`src/rtl/seq_shift_add_mul_pkg.sv`:
```
// Shared types and helpers for the sequential shift-add multiplier.
package seq_mul_pkg;

  typedef enum logic [1:0] {S_IDLE, S_RUN, S_NEG, S_DONE} mul_state_t;

  function automatic int cnt_w(input int n);
    return $clog2(n);
  endfunction

endpackage

```
`src/rtl/seq_shift_add_mul_if.sv`:
```
// Start/operand/result bundle of the shift-add multiplier.
// is_signed exists only when SEQ_MUL_SIGNED_EN is defined.
interface seq_mul_if #(
  parameter int N = 32
);
  logic         start;
  logic [N-1:0] a;
  logic [N-1:0] b;
`ifdef SEQ_MUL_SIGNED_EN
  logic         is_signed;
`endif
  logic         busy;
  logic         done;
  logic [N-1:0] product_hi;
  logic [N-1:0] product_lo;
  logic         zero;

`ifdef SEQ_MUL_SIGNED_EN
  modport master (output start, a, b, is_signed,
                  input  busy, done, product_hi, product_lo, zero);
  modport slave  (input  start, a, b, is_signed,
                  output busy, done, product_hi, product_lo, zero);
`else
  modport master (output start, a, b,
                  input  busy, done, product_hi, product_lo, zero);
  modport slave  (input  start, a, b,
                  output busy, done, product_hi, product_lo, zero);
`endif
endinterface

```
`src/rtl/seq_shift_add_mul_adder.sv`:
```
// Codebase N-bit ripple-carry adder (nBitsADD).
module nBitsADD #(
  parameter int N = 32
) (
  input  logic [N-1:0] a,
  input  logic [N-1:0] b,
  input  logic         cin,
  output logic [N-1:0] out,
  output logic         cout,
  output logic         overflow
);
  logic [N:0] c;

  assign c[0] = cin;

  for (genvar i = 0; i < N; i++) begin : g_fa
    assign out[i]   = a[i] ^ b[i] ^ c[i];
    assign c[i + 1] = (a[i] & b[i]) | (c[i] & (a[i] ^ b[i]));
  end

  assign cout     = c[N];
  assign overflow = c[N] ^ c[N-1];
endmodule

```
`src/rtl/seq_shift_add_mul.sv`:
```
// Radix-2 shift-add multiplier: one partial product per cycle, 2N-bit result.
// Define SEQ_MUL_SIGNED_EN to add is_signed (magnitude multiply + final negate).
module seq_shift_add_mul
  import seq_mul_pkg::*;
#(
  parameter int N = 32
) (
  input  logic     clk,
  input  logic     rst_n,
  seq_mul_if.slave bus
);
  // state  | meaning
  // S_IDLE | waiting for start
  // S_RUN  | one shift-add iteration per cycle, N cycles
  // S_NEG  | negate the 2N-bit product (signed build only)
  // S_DONE | product valid, done pulse; a new start is accepted here
  localparam int            CW       = cnt_w(N);
  localparam int            PW       = 2 * N;
  localparam logic [CW-1:0] CNT_LAST = CW'(N - 1);

  mul_state_t    state;
  logic [N-1:0]  m, q, acc_hi;
  logic [CW-1:0] cnt;
  logic [N-1:0]  pp, sum, nxt_hi, nxt_lo;
  logic [N-1:0]  ld_m, ld_q;
  logic          cout;
  logic          busy_r, done_r, zero_r;
  logic [N-1:0]  prod_hi_r, prod_lo_r;

  assign pp = q[0] ? m : '0;

  nBitsADD #(.N(N)) u_add (
    .a        (acc_hi),
    .b        (pp),
    .cin      (1'b0),
    .out      (sum),
    .cout     (cout),
    .overflow ()
  );

  // Carry-out becomes the new accumulator MSB; the sum LSB drops into Q.
  assign nxt_hi = {cout, sum[N-1:1]};
  assign nxt_lo = {sum[0], q[N-1:1]};

`ifdef SEQ_MUL_SIGNED_EN
  logic          neg_pend;
  logic          ld_neg;
  logic [PW-1:0] neg_val;

  // Negating the most-negative value yields 2^(N-1), which is still a valid magnitude.
  assign ld_m    = (bus.is_signed && bus.a[N-1]) ? (~bus.a + N'(1)) : bus.a;
  assign ld_q    = (bus.is_signed && bus.b[N-1]) ? (~bus.b + N'(1)) : bus.b;
  assign ld_neg  = bus.is_signed & (bus.a[N-1] ^ bus.b[N-1]);
  assign neg_val = ~{acc_hi, q} + PW'(1);
`else
  assign ld_m = bus.a;
  assign ld_q = bus.b;
`endif

  always_ff @(posedge clk or negedge rst_n) begin
    if (!rst_n) begin
      state     <= S_IDLE;
      m         <= '0;
      q         <= '0;
      acc_hi    <= '0;
      cnt       <= '0;
      busy_r    <= 1'b0;
      done_r    <= 1'b0;
      zero_r    <= 1'b0;
      prod_hi_r <= '0;
      prod_lo_r <= '0;
`ifdef SEQ_MUL_SIGNED_EN
      neg_pend  <= 1'b0;
`endif
    end else begin
      case (state)
        S_IDLE, S_DONE: begin
          done_r <= 1'b0;
          if (bus.start) begin
            m      <= ld_m;
            q      <= ld_q;
            acc_hi <= '0;
            cnt    <= '0;
            busy_r <= 1'b1;
            state  <= S_RUN;
`ifdef SEQ_MUL_SIGNED_EN
            neg_pend <= ld_neg;
`endif
          end else begin
            state <= S_IDLE;
          end
        end
        S_RUN: begin
          acc_hi <= nxt_hi;
          q      <= nxt_lo;
          cnt    <= cnt + 1'b1;
          if (cnt == CNT_LAST) begin
`ifdef SEQ_MUL_SIGNED_EN
            if (neg_pend) begin
              state <= S_NEG;
            end else begin
`else
            begin
`endif
              state     <= S_DONE;
              busy_r    <= 1'b0;
              done_r    <= 1'b1;
              prod_hi_r <= nxt_hi;
              prod_lo_r <= nxt_lo;
              zero_r    <= ~|{nxt_hi, nxt_lo};
            end
          end
        end
`ifdef SEQ_MUL_SIGNED_EN
        S_NEG: begin
          {acc_hi, q} <= neg_val;
          state       <= S_DONE;
          busy_r      <= 1'b0;
          done_r      <= 1'b1;
          prod_hi_r   <= neg_val[PW-1:N];
          prod_lo_r   <= neg_val[N-1:0];
          zero_r      <= ~|neg_val;
        end
`endif
        default: state <= S_IDLE;
      endcase
    end
  end

  assign bus.busy       = busy_r;
  assign bus.done       = done_r;
  assign bus.zero       = zero_r;
  assign bus.product_hi = prod_hi_r;
  assign bus.product_lo = prod_lo_r;
endmodule

```
`src/flat_wrapper.sv`:
```
// flat-port wrapper written by rule: the top's interface ports become plain ports
module seq_shift_add_mul_flat import seq_mul_pkg::*;
#(
  parameter int N = 32
)
  (clk, rst_n, bus_start, bus_a, bus_b, bus_busy, bus_done, bus_product_hi, bus_product_lo, bus_zero);
  seq_mul_if #(.N(N)) bus_i ();
  input  logic clk;
  input  logic rst_n;
  input wire logic [$bits(bus_i.start)-1:0] bus_start;
  input wire logic [$bits(bus_i.a)-1:0] bus_a;
  input wire logic [$bits(bus_i.b)-1:0] bus_b;
  output wire logic [$bits(bus_i.busy)-1:0] bus_busy;
  output wire logic [$bits(bus_i.done)-1:0] bus_done;
  output wire logic [$bits(bus_i.product_hi)-1:0] bus_product_hi;
  output wire logic [$bits(bus_i.product_lo)-1:0] bus_product_lo;
  output wire logic [$bits(bus_i.zero)-1:0] bus_zero;
  assign bus_i.start = bus_start;
  assign bus_i.a = bus_a;
  assign bus_i.b = bus_b;
  assign bus_busy = bus_i.busy;
  assign bus_done = bus_i.done;
  assign bus_product_hi = bus_i.product_hi;
  assign bus_product_lo = bus_i.product_lo;
  assign bus_zero = bus_i.zero;
  seq_shift_add_mul #(.N(N)) u_core (.clk(clk), .rst_n(rst_n), .bus(bus_i));
endmodule
```
`config.mk`:
```
export PLATFORM = sky130hd
export DESIGN_NAME = seq_shift_add_mul_flat
export DESIGN_NICKNAME = d
export VERILOG_FILES = /design/src/rtl/seq_shift_add_mul_pkg.sv /design/src/rtl/seq_shift_add_mul_if.sv /design/src/rtl/seq_shift_add_mul_adder.sv /design/src/rtl/seq_shift_add_mul.sv /design/src/flat_wrapper.sv
export SDC_FILE = /design/constraint.sdc
export NUM_CORES = 1
export LEC_CHECK = 0
export ABC_CLOCK_PERIOD_IN_PS = 28200
export CAP_MARGIN = 20
export CORE_ASPECT_RATIO = 1.25
export CORE_MARGIN = 1.5
export CORE_UTILIZATION = 40
export DETAILED_ROUTE_END_ITERATION = 7
export GPL_ROUTABILITY_DRIVEN = 0
export PLACE_DENSITY_LB_ADDON = 0.08
export SKIP_CTS_REPAIR_TIMING = 1
export SLEW_MARGIN = 20
export SYNTH_ARGS = -nofsm -noshare
export SYNTH_HDL_FRONTEND = slang
export SYNTH_SLANG_ARGS = --single-unit
```
`constraint.sdc`:
```
create_clock -name clk -period 28.2 [get_ports clk]
set_input_delay 2.82 -clock clk [delete_from_list [all_inputs] [get_ports clk]]
set_output_delay 2.82 -clock clk [all_outputs]
set_load 0.03 [all_outputs]
```
After elaboration in Yosys (flattened, before gate mapping) --
Index checks and enable logic that the tools add are counted.
Word-level totals: logic and storage cells 198, register bits after elaboration 170, output and inout bits 67, input port bits 67
Operators by class: bitwise logic cells 157, muxes and demuxes 15, equality and inequality tests 5, add/sub/neg operators 1, reduce and logical (&&, ||, !) cells 10
Operators with widths (number):
- $pmux 32 s2 | 2
- $mux 32 | 3
- $reduce_or 64->1 | 1
- $and 1x1->1 | 63
- $xor 1x1->1 | 63
- $or 1x1->1 | 31
- $pmux 5 s2 | 1
- $reduce_and 2->1 | 4
- $add 5x1->5 const B | 1
- $eq 5x5->1 const B | 1
- $mux 5 | 1
- $mux 1 | 4
- $pmux 1 s2 | 2
- $pmux 2 s2 | 1
- $reduce_and 3->1 | 1
- $eq 2x1->1 const B | 1
- $eq 2x2->1 const B | 1
- $logic_not 2->1 | 1
- $mux 2 | 1
- $ne 2x1->1 const B | 1
- $ne 2x2->1 const B | 1
- $reduce_bool 2->1 | 1
- $reduce_or 2->1 | 1
- $logic_not 1->1 | 1

Depth between registers and ports, before layout --
Gate-level depths: netlist (run 1).
word-level depth 66, mapped depth 43, gate-level depth less buffers 42

By module --
From an unflattened synthesis (run 1), not the netlist that was laid out.
Unflattened totals: cell total of the unflattened synthesis 561, area total of the unflattened synthesis 7688.6 sq um
By module, submodules not included:
- seq_shift_add_mul | area each 7001.7 sq um, sequential area each 4254.1 sq um, times used 1, cells each 518
- nBitsADD | area each 686.9 sq um, sequential area each 0.0 sq um, times used 1, cells each 43

Worst setup path before layout (run 1) --
OpenSTA, ideal clock, no wires.
kind register to register, start point register u_core.q[0], end point register u_core.zero_r, in the netlist u_core.bus.zero, path buffers 1, slack 14.152 ns, library setup time 0.076 ns, period minus slack after synthesis 14.048 ns, data required time 28.124 ns, cell stages (with the launch flop) 44, arrival time 13.972 ns, cells stage by stage dfrtp_1 -> clkbuf_1 -> and2_1 -> ha_1 -> inv_1 -> fa_1 -> fa_1 -> inv_1 -> fa_1 -> fa_1 -> fa_1 -> fa_1 -> fa_1 -> fa_1 -> fa_1 -> fa_1 -> fa_1 -> fa_1 -> [8 not listed] -> fa_1 -> fa_1 -> fa_1 -> fa_1 -> fa_1 -> fa_1 -> fa_1 -> fa_1 -> inv_1 -> fa_1 -> inv_1 -> fa_1 -> inv_1 -> fa_1 -> nor4b_1 -> nand2_1 -> or4_1 -> o21ai_1
On the way: longest elaborated chain between the ends 66, elaborated cells between the ends (all ways) 160, classes of those cells mux: 1; bitwise: 157; reduce/logical: 2
Ends and longest elaborated chain:
- start, declared | line seq_shift_add_mul.sv:22 | logic [N-1:0] m, q, acc_hi;
- start signal, assigned | line seq_shift_add_mul.sv:81 | q <= ld_q;
- start signal, assigned | line seq_shift_add_mul.sv:95 | q <= nxt_lo;
- $mux 32 * | line seq_shift_add_mul.sv:30 | assign pp = q[0] ? m : '0;
- $and 1x1->1 or $xor 1x1->1 (tied branches) | line seq_shift_add_mul_adder.sv:18, seq_shift_add_mul_adder.sv:17
- $and 1x1->1 | line seq_shift_add_mul_adder.sv:18 | assign c[i + 1] = (a[i] & b[i]) | (c[i] & (a[i] ^ b[i]));
- $or 1x1->1 | line seq_shift_add_mul_adder.sv:18
- $and 1x1->1 | line seq_shift_add_mul_adder.sv:18
- $or 1x1->1 | line seq_shift_add_mul_adder.sv:18
- $and 1x1->1 | line seq_shift_add_mul_adder.sv:18
- $or 1x1->1 | line seq_shift_add_mul_adder.sv:18
- [50 not listed]
- $and 1x1->1 | line seq_shift_add_mul_adder.sv:18
- $or 1x1->1 | line seq_shift_add_mul_adder.sv:18
- $and 1x1->1 | line seq_shift_add_mul_adder.sv:18
- $or 1x1->1 | line seq_shift_add_mul_adder.sv:18
- $and 1x1->1 | line seq_shift_add_mul_adder.sv:18
- $or 1x1->1 | line seq_shift_add_mul_adder.sv:18
- $reduce_or 64->1 * | line seq_shift_add_mul.sv:110 | zero_r <= ~|{nxt_hi, nxt_lo};
- $logic_not 1->1 * | line seq_shift_add_mul.sv:110
- end signal, assigned | line seq_shift_add_mul.sv:110
- end, declared | line seq_shift_add_mul.sv:27 | logic busy_r, done_r, zero_r;
Every way passes the cells marked *; elsewhere a longest branch is shown, timed or not. A chain may end at the register's enable or synchronous reset.

Worst setup path after layout (run 1) --
start point register u_core.m[0], end point register u_core.zero_r, in the netlist u_core.bus.zero
On the way: longest elaborated chain between the ends 66, elaborated cells between the ends (all ways) 98, classes of those cells mux: 1; bitwise: 95; reduce/logical: 2
Ends and longest elaborated chain:
- start, declared | line seq_shift_add_mul.sv:22
- start signal, assigned | line seq_shift_add_mul.sv:80 | m <= ld_m;
- $mux 32 * | line seq_shift_add_mul.sv:30
- $and 1x1->1 (2 in a row) | line seq_shift_add_mul_adder.sv:18
- $or 1x1->1 | line seq_shift_add_mul_adder.sv:18
- $and 1x1->1 | line seq_shift_add_mul_adder.sv:18
- $or 1x1->1 | line seq_shift_add_mul_adder.sv:18
- $and 1x1->1 | line seq_shift_add_mul_adder.sv:18
- $or 1x1->1 | line seq_shift_add_mul_adder.sv:18
- $and 1x1->1 | line seq_shift_add_mul_adder.sv:18
- [49 not listed]
- $and 1x1->1 | line seq_shift_add_mul_adder.sv:18
- $or 1x1->1 | line seq_shift_add_mul_adder.sv:18
- $and 1x1->1 | line seq_shift_add_mul_adder.sv:18
- $or 1x1->1 | line seq_shift_add_mul_adder.sv:18
- $and 1x1->1 | line seq_shift_add_mul_adder.sv:18
- $or 1x1->1 | line seq_shift_add_mul_adder.sv:18
- $reduce_or 64->1 * | line seq_shift_add_mul.sv:110
- $logic_not 1->1 * | line seq_shift_add_mul.sv:110
Marked as above.

==> results of run 1 <==
metal layers:
layer / vias to the layer above / share of wire (%) / GRT usage (%)
met2: 113 / 50 / 32.0
met1: 2463 / 43 / 23.7
met4: 0 / 1.3 / 6.19
met5: - / 0 / 0
li1: 2249 / - / -
met3: 16 / 5.4 / 5.20
path summary, 6_finish.rpt:
check                                    startpoint                         to  slack [ps]
min                        u_core.bus.product_hi[0]   u_core.bus.product_hi[0]         480
max                                     u_core.m[0]            u_core.bus.zero       13780
min reg2reg                u_core.bus.product_hi[0]   u_core.bus.product_hi[0]         480
min in group asynchronous                     rst_n  u_core.bus.product_hi[17]        2520
max reg2reg                             u_core.m[0]            u_core.bus.zero       13780
max in group asynchronous                     rst_n                u_core.m[7]       24340
cell usage in the layout, fill, tap and decap left out, types with 2 or more instances in the layout:
cell type,instances
dfrtp_1,170
clkdlybuf4s50_1,132
mux2_2,91
nand2_1,52
o21ai_0,44
mux2i_1,34
a22o_1,31
fa_1,31
and2_1,28
clkbuf_16,17
nor4_1,13
inv_1,12
buf_4,7
bufinv_16,6
ha_1,4
clkinv_4,4
nand4_1,3
and3_1,2
o21a_1,2
o22ai_1,2
nand2b_1,2
nor4b_1,2
inv_6,2
clkbuf_1,2
registers in the layout, indices dropped and copies added, names as in the netlist:
| signal | cells |
|---|---|
| u_core.m | 32 |
| u_core.bus.product_lo | 32 |
| u_core.bus.busy | 1 |
| u_core.state | 2 |
| u_core.bus.done | 1 |
| u_core.bus.zero | 1 |
| u_core.acc_hi | 32 |
| u_core.cnt | 5 |
| u_core.q | 32 |
| u_core.bus.product_hi | 32 |
area by class of cell:
cell class | count | area share (%)
timing repair buffer | 140 | 14.1
clock inverter | 13 | 2.44
tap | 232 | 2.95
clock buffer | 19 | 4.40
inverter | 12 | 0.458
multi-input combinational | 354 | 32.4
sequential | 170 | 43.3
metrics by stage:
stage	cell area, um2	hold WS [ps]
floorplan	7610	450
global placement	9160	462
detailed placement	9160	473
CTS	9830	488
global route	9830	522
finish	9830	479
cell families after synthesis:
| family | Yosys count |
|---|---|
| AND/OR/NAND/NOR | 111 |
| buffers and inverters | 44 |
| multiplexers | 126 |
| adder cells (fa/ha/maj) | 36 |
| AO/OA/AOI/OAI | 81 |
| flip-flops | 170 |
critical path, delay by kind of cell, from the launching register on:
kind	cells	cell delay, ps
compound gates	1	130
simple gates	4	1060
buf+inv	5	340
fa+ha+maj	32	12430
flops	1	380
power groups by stage:
stage | combinational [uW] | sequential (uW) | clock [uW]
6_report | 293 | 360 | 268
4_1_cts | 301 | 362 | 273
3_3_place_gp | 296 | 364 | 0
2_1_floorplan | 213 | 344 | 0
5_1_grt | 330 | 370 | 284
3_5_place_dp | 298 | 366 | 0
==> key figures, run 1 <==
Outcome
  • Outcome: finished, final reports clean

Power
  • Sequential Power Share: 39.1%
  • Clk pwr share: 29.1%
  • Sw Pwr: 313 uW
  • Pwr Total: 921 uW
  • P_leak: 0.00451 uW
  • Comb power frac: 31.8%
  • Peak VDD IR: 43.7 uV
  • Power per cell area: 93.6 mW/mm2
  • Sw Ratio: 34.0%
  • Pint: 607 uW

STA
  • Final setup violation count: 0
  • Final WS setup: 13,780 ps
  • Slew headroom: 39.4%
  • Max Slew Vio Count: 0
  • Max frequency: 69.4 MHz
  • RSZ-0062 raised after global routing: false
  • Crit share post-route: 51.1%
  • Slew @ Worst Pin: 909 ps
  • Setup Skew: 13.2 ps
  • Final hold viol count: 0
  • Total Neg Setup Slack: 0 ps
  • Period minus WS final: 14,420 ps

Worst hold path
  • Hold Path Class: flip-flop to flip-flop
  • Hold depth: 2

Synth
  • Yosys top cell area share: 55.9%
  • Largest cells by area after synthesis: dfrtp_1, mux2_2, fa_1, mux2i_1, a22o_1
  • Adder-Cell Fraction of Synth Area: 8.98%
  • Most area-hungry cell type in the Yosys netlist: dfrtp_1
  • Cells after Synth: 568
  • Mux share of post-synthesis cell area: 18.1%
  • Post-synth cell types: 30
  • Count leader, synth: dfrtp_1
  • Synth Area in Simple Gates: 7.52%
  • Yosys Warn Count: 0
  • EDFF count, synth: 0
  • Part of the Yosys area used for sequential elements: 55.9%
  • Compound-Gate Fraction of Synth Area: 7.01%
  • Syn Std Cell Area: 0.00761 mm2
  • Top cells by count, synth: dfrtp_1, mux2_2, nand2_1
  • Post-Synth XOR/XNOR Area: 0%
  • Synth Net Count: 671
  • Ys flop type: dfrtp_1
  • Async set-reset flop share out of synthesis: 100%
  • Synth Register Bits: 170
  • Main combinational cell family by area after synthesis: multiplexers
  • Average size of a mapped cell: 13.4 um2

Clocking
  • Clk Latency, worst-skew pair: 430 ps
  • CTS tree: done
  • CTS sink cnt: 170
  • Clk pin slew, worst setup/hold paths: 70 ps
  • CTS Buf Count: 17
  • H-tree levels: 4
  • CTS Buffer Depth: 2
  • Clock Tree Root: clkbuf_16

Detailed routing
  • WL/cell: 18.6 um
  • Vias/cell: 5.15
  • Detail Route Antenna Nets: 0
  • Total Routed Length: 17,500 um
  • # DRC: 0
  • DRT Pass-1 Iters: 4
  • Initial DRC count: 209
  • Vias: 4,841

Critical path
  • Cell mode on critical path: fa_1
  • CP Launch Type: flip-flop
  • CP arrival: 14,770 ps
  • Critical path peak fanout: 3
  • WS Path Type: flip-flop to flip-flop
  • R2r worst-path depth: 42
  • Slowest CP cell: or4_1
  • Crit path required time: 28,550 ps
  • Slowest stage delay, CP: 540 ps
  • Worst Setup End Kind: flip-flop

Cells and area
  • Share of layout cells above drive strength 1: 18.8%
  • Multi-input gate area: 0.00318 mm2
  • Layout Area Growth over Synthesis: 29.3%
  • Fin nets: 798
  • # diodes: 0
  • Final Util: 52.6%
  • Reg area: 0.00425 mm2
  • Non-Filler Instances: 940
  • Fillers: 1,616

Die
  • Boundary pin count: 134
  • Die width: 126 um
  • Starting density of the core: 40.7%
  • Placement Rows: 56
  • Core outline area: 0.0187 mm2
  • Die Span Y: 157 um
  • Die ar.: 0.0199 mm2

Job
  • Max-cap viol count: 0

GRT
  • First-pass GRT wire length: 28,800 um
  • GRT Util Overall: 19.0%
  • Initial antenna violation count: 0
  • Largest net degree at the start of global routing: 113
  • Grt ovf: 0
  • Vias in the first global route: 5,285

Placed design
  • Cells after DPL: 908
  • PortBufs: 133
  • Dpl ws: 13,770 ps
  • HPWL Detailed: 11,800 um
No activity file was read; power rests on OpenSTA's default activity.
==> run 2: changes to the inputs <==
--- a/config.mk
+++ b/config.mk
@@ -5,7 +5,7 @@
 export SDC_FILE = /design/constraint.sdc
 export NUM_CORES = 1
 export LEC_CHECK = 0
-export ABC_CLOCK_PERIOD_IN_PS = 28200
+export ABC_CLOCK_PERIOD_IN_PS = 12950
 export CAP_MARGIN = 20
 export CORE_ASPECT_RATIO = 1.25
 export CORE_MARGIN = 1.5
==> constraint.sdc (replaced) <==
create_clock -name clk -period 12.95 [get_ports clk]
set_input_delay 1.295 -clock clk [delete_from_list [all_inputs] [get_ports clk]]
set_output_delay 1.295 -clock clk [all_outputs]
set_load 0.03 [all_outputs]
==> key figures, run 2 (synthesis results as in run 1) <==
Critical path
  • Slowest CP cell: or4_1
  • Worst Setup End Kind: flip-flop
  • CP Launch Type: flip-flop
  • WS Path Type: flip-flop to flip-flop
  • Crit path required time: 13,300 ps
  • Cell family with most CP delay: adder cells
  • CP arrival: 12,880 ps
  • Slowest stage delay, CP: 530 ps
  • Critical path peak fanout: 2
  • Critical path buffers and inverters: 5
  • Cell mode on critical path: fa_2

Placed design
  • PortBufs: 133
  • Dpl ws: -290 ps
  • HPWL Detailed: 12,000 um

Power
  • Clk pwr share: 25.3%
  • Comb power frac: 34.3%
  • Power per cell area: 199 mW/mm2
  • P_leak: 0.00441 uW
  • Sw Pwr: 700 uW
  • Sequential Power Share: 40.4%
  • Peak VDD IR: 98.7 uV
  • Pint: 1260 uW
  • Sw Ratio: 35.8%

Outcome
  • Outcome: finished, final reports clean

STA
  • Crit share post-route: 96.7%
  • Slew @ Worst Pin: 996 ps
  • Max Slew Vio Count: 0
  • Setup Skew: 10.5 ps
  • Max frequency: 79.9 MHz
  • Final setup violation count: 0
  • Final hold viol count: 0
  • Hold WS: 480 ps
  • RSZ-0062 raised after global routing: false
  • Period minus WS final: 12,520 ps
  • Final WS setup: 427 ps
  • Slew headroom: 33.6%

Detailed routing
  • Vias: 4,811
  • Total Routed Length: 17,400 um
  • Initial DRC count: 215
  • Vias/cell: 5.11
  • WL/cell: 18.5 um
  • # DRC: 0
  • Detail Route Antenna Nets: 0
  • DRT Pass-1 Iters: 7

Clocking
  • CTS sink cnt: 170
  • CTS Buf Count: 17
  • H-tree levels: 4
  • Clk pin slew, worst setup/hold paths: 70 ps
  • Clk Latency, worst-skew pair: 430 ps
  • CTS tree: done
  • Clock Tree Root: clkbuf_16
  • CTS Buffer Depth: 2

Cells and area
  • Commonest non-fill, non-tap cells in the layout: dfrtp_1, clkdlybuf4s50_1, mux2_2
  • Share of layout cells above drive strength 1: 23.1%
  • # diodes: 0
  • Commonest non-fill, non-tap cell in the layout: dfrtp_1
  • Layout Area Growth over Synthesis: 29.3%
  • Fin nets: 799

GRT
  • Initial antenna violation count: 0
  • Vias in the first global route: 5,161
  • Grt ovf: 0
  • First-pass GRT wire length: 28,200 um
  • Largest net degree at the start of global routing: 96
  • GRT Util Overall: 18.6%

Die
  • Starting density of the core: 40.7%
  • Boundary pin count: 134
  • Die width: 126 um
  • Placement Rows: 56
  • Core outline area: 0.0187 mm2
  • Die ar.: 0.0199 mm2
  • Die Span Y: 157 um

Job
  • Max-cap viol count: 0

Worst hold path
  • Hold Path Class: flip-flop to flip-flop
run 2: cell count changes in the layout (fill, tap and decap cells not counted), sizes merged:
cell / before / now
bufinv: 6 / 1
clkinvlp: 1 / 6
inv: 14 / 17
buf: 7 / 9
clkbuf: 20 / 18
clkinv: 4 / 2
run 2: metal layers:
layer | part of all wire [%] | wire length (um) | global-route usage [%] | up-vias
li1 | - | - | - | 2244
met1 | 43 | 7540 | 22.9 | 2449
met2 | 50 | 8770 | 31.5 | 106
met3 | 5.5 | 950 | 5.81 | 12
met4 | 0.83 | 144 | 5.15 | 0
met5 | 0 | 0 | 0 | -
run 2: area by class of cell:
cell class                 instances  area (um2)
fill                            1629        8870
sequential                       170        4250
multi-input combinational        354        3270
timing repair buffer             141        1410
clock buffer                      18         429
tap                              232         290
clock inverter                    14         139
inverter                          12        45.0
run 2: per-stage QoR:
| step | utilization (%) | power, uW | area, um2 | instances | setup TNS (ps) |
|---|---|---|---|---|---|
| 2_1_floorplan | - | 1230 | 7670 | 568 | 0 |
| 3_3_place_gp | 49.3 | 1460 | 9220 | 908 | -184 |
| 3_5_place_dp | 49.4 | 1480 | 9240 | 909 | -290 |
| 4_1_cts | 52.4 | 1980 | 9810 | 941 | -359 |
| 5_1_grt | 52.6 | 2100 | 9840 | 941 | 0 |
| 6_report | 52.6 | 1960 | 9840 | 941 | 0 |
run 2: power groups by stage:
stage,sequential (uW),clock [uW],combinational [uW]
6_report,790,495,671
5_1_grt,809,531,756
4_1_cts,789,505,681
3_5_place_dp,798,0,677
3_3_place_gp,794,0,662
2_1_floorplan,750,0,476
run 2: path summary, 6_finish.rpt:
check,end,cells after the start,from,slack (ps)
max reg2reg,u_core.bus.zero,42,u_core.m[0],430
min,u_core.acc_hi[31],2,u_core.acc_hi[31],480
max,u_core.bus.zero,42,u_core.m[0],430
min in group asynchronous,u_core.bus.product_hi[21],1,rst_n,970
min reg2reg,u_core.acc_hi[31],2,u_core.acc_hi[31],480
max in group asynchronous,u_core.q[29],2,rst_n,10460
run 2: worst min-delay path, delay by kind of cell (launching register included):
family | cells | cell delay, ps
simple gates | 1 | 50
flops | 1 | 340
compound gates | 1 | 60
==> run 3: changes to the inputs <==
--- a/config.mk
+++ b/config.mk
@@ -8,11 +8,13 @@
 export ABC_CLOCK_PERIOD_IN_PS = 12950
 export CAP_MARGIN = 20
 export CORE_ASPECT_RATIO = 1.25
-export CORE_MARGIN = 1.5
+export CORE_MARGIN = 2
 export CORE_UTILIZATION = 40
+export CTS_BUF_LIST = sky130_fd_sc_hd__clkbuf_4
 export DETAILED_ROUTE_END_ITERATION = 7
 export GPL_ROUTABILITY_DRIVEN = 0
 export PLACE_DENSITY_LB_ADDON = 0.08
+export REMOVE_ABC_BUFFERS = 1
 export SKIP_CTS_REPAIR_TIMING = 1
 export SLEW_MARGIN = 20
 export SYNTH_ARGS = -nofsm -noshare
==> key figures, run 3 (synthesis results as in run 1) <==
Placed design
  • HPWL Detailed: 11,900 um
  • Cells after DPL: 911
  • PortBufs: 133

Clocking
  • CTS Buffer Depth: 2
  • H-tree levels: 4
  • CTS sink cnt: 170
  • CTS Buf Count: 17
  • Clk pin slew, worst setup/hold paths: 140 ps
  • Clk Latency, worst-skew pair: 560 ps
  • CTS tree: done
  • Clock Tree Root: clkbuf_4

Critical path
  • Crit path required time: 13,450 ps
  • Critical path peak fanout: 3
  • Slowest stage delay, CP: 570 ps
  • Flop2flop setup slack: 360 ps
  • Slowest CP cell: or4_4
  • Worst Setup End Kind: flip-flop
  • WS Path Type: flip-flop to flip-flop
  • CP arrival: 13,080 ps
  • CP Launch Type: flip-flop
  • Cell mode on critical path: fa_2

Die
  • Placement Rows: 56
  • Starting density of the core: 40.7%
  • Die Span Y: 158 um
  • Core outline area: 0.0187 mm2
  • Boundary pin count: 134
  • Die width: 127 um
  • Die ar.: 0.0201 mm2

STA
  • Max Slew Vio Count: 0
  • Setup Skew: 19.9 ps
  • Final setup violation count: 0
  • Final hold viol count: 0
  • Period minus WS final: 12,590 ps
  • RSZ-0062 raised after global routing: false
  • Max frequency: 79.5 MHz
  • Crit share post-route: 97.2%
  • Slew headroom: 35.4%
  • Slew @ Worst Pin: 968 ps

Power
  • Comb power frac: 37.9%
  • Peak VDD IR: 90.4 uV
  • Sw Ratio: 36.6%
  • Clk pwr share: 18.6%
  • Pint: 1140 uW
  • Sequential Power Share: 43.4%
  • Power per cell area: 188 mW/mm2
  • P_leak: 0.00432 uW
  • Sw Pwr: 660 uW

Detailed routing
  • Initial DRC count: 213
  • Total Routed Length: 17,500 um
  • Detail Route Antenna Nets: 0
  • # DRC: 0
  • WL/cell: 18.5 um
  • DRT Pass-1 Iters: 5
  • Vias/cell: 5.24
  • Vias: 4,945

GRT
  • Vias in the first global route: 5,260
  • GRT Util Overall: 18.5%
  • First-pass GRT wire length: 28,700 um
  • Grt ovf: 0
  • Largest net degree at the start of global routing: 102
  • Initial antenna violation count: 1

Cells and area
  • Fin nets: 801
  • Commonest non-fill, non-tap cells in the layout: dfrtp_1, clkdlybuf4s50_1, mux2_2
  • Layout Area Growth over Synthesis: 26.1%
  • Share of layout cells above drive strength 1: 24.1%
  • Commonest non-fill, non-tap cell in the layout: dfrtp_1
  • Non-Filler Instances: 944
  • Final Util: 51.3%

Job
  • Max-cap viol count: 0

Worst hold path
  • Hold Path Class: flip-flop to flip-flop

Outcome
  • Outcome: finished, final reports clean
-- run 3: cell type report --
cell class / instances / area [um2]
clock inverter: 14 / 178
timing repair buffer: 143 / 1410
sequential: 170 / 4250
multi-input combinational: 354 / 3280
antenna: 1 / 2.50
clock buffer: 18 / 135
fill: 1640 / 9110
tap: 232 / 290
inverter: 12 / 45.0
-- run 3: path summary, 6_finish.rpt --
check	startpoint	to	cells after the start
setup / recovery	u_core.m[0]	u_core.bus.zero	42
hold / removal	u_core.bus.product_hi[28]	u_core.bus.product_hi[28]	2
setup reg to reg	u_core.m[0]	u_core.bus.zero	42
hold reg to reg	u_core.bus.product_hi[28]	u_core.bus.product_hi[28]	2
max in group asynchronous	rst_n	u_core.bus.product_lo[31]	2
min in group asynchronous	rst_n	u_core.bus.product_lo[6]	1
-- run 3: power groups by stage --
stage / logic, uW / registers (uW) / clock network (uW)
2_1_floorplan: 449 / 753 / 0
3_3_place_gp: 652 / 784 / 0
3_5_place_dp: 663 / 787 / 0
4_1_cts: 667 / 777 / 351
5_1_grt: 767 / 806 / 370
6_report: 684 / 784 / 336
-- run 3: per-stage QoR --
stage          TNS [ps]  hold slack, ps  total power (uW)  worst slack, ps  cell area, um2
4_1_cts           -9270             510              1790            -1770            9490
6_report              0             502              1800              365            9600
3_5_place_dp      -7970             476              1450            -1660            9180
3_3_place_gp      -6750             460              1440            -1450            9180
2_1_floorplan     -4380             450              1200            -1170            7460
5_1_grt               0             531              1940             16.6            9600
-- run 3: worst max-delay path, delay by kind of cell (launching register included) --
family,cells,cell delay [ps]
buffers and inverters,5,280
AND/OR/NAND/NOR,4,990
flip-flops,1,400
AO/OA/AOI/OAI,1,130
adder cells (fa/ha/maj),32,10700
-- run 3: metal layers --
| layer | vias up | GRT usage, % | wire, um | share of wire [%] |
|---|---|---|---|---|
| met5 | - | 0 | 0 | 0 |
| met3 | 12 | 4.09 | 797 | 4.6 |
| li1 | 2253 | - | - | - |
| met4 | 0 | 5.13 | 149 | 0.85 |
| met1 | 2557 | 24.7 | 7850 | 45 |
| met2 | 123 | 30.4 | 8690 | 50 |
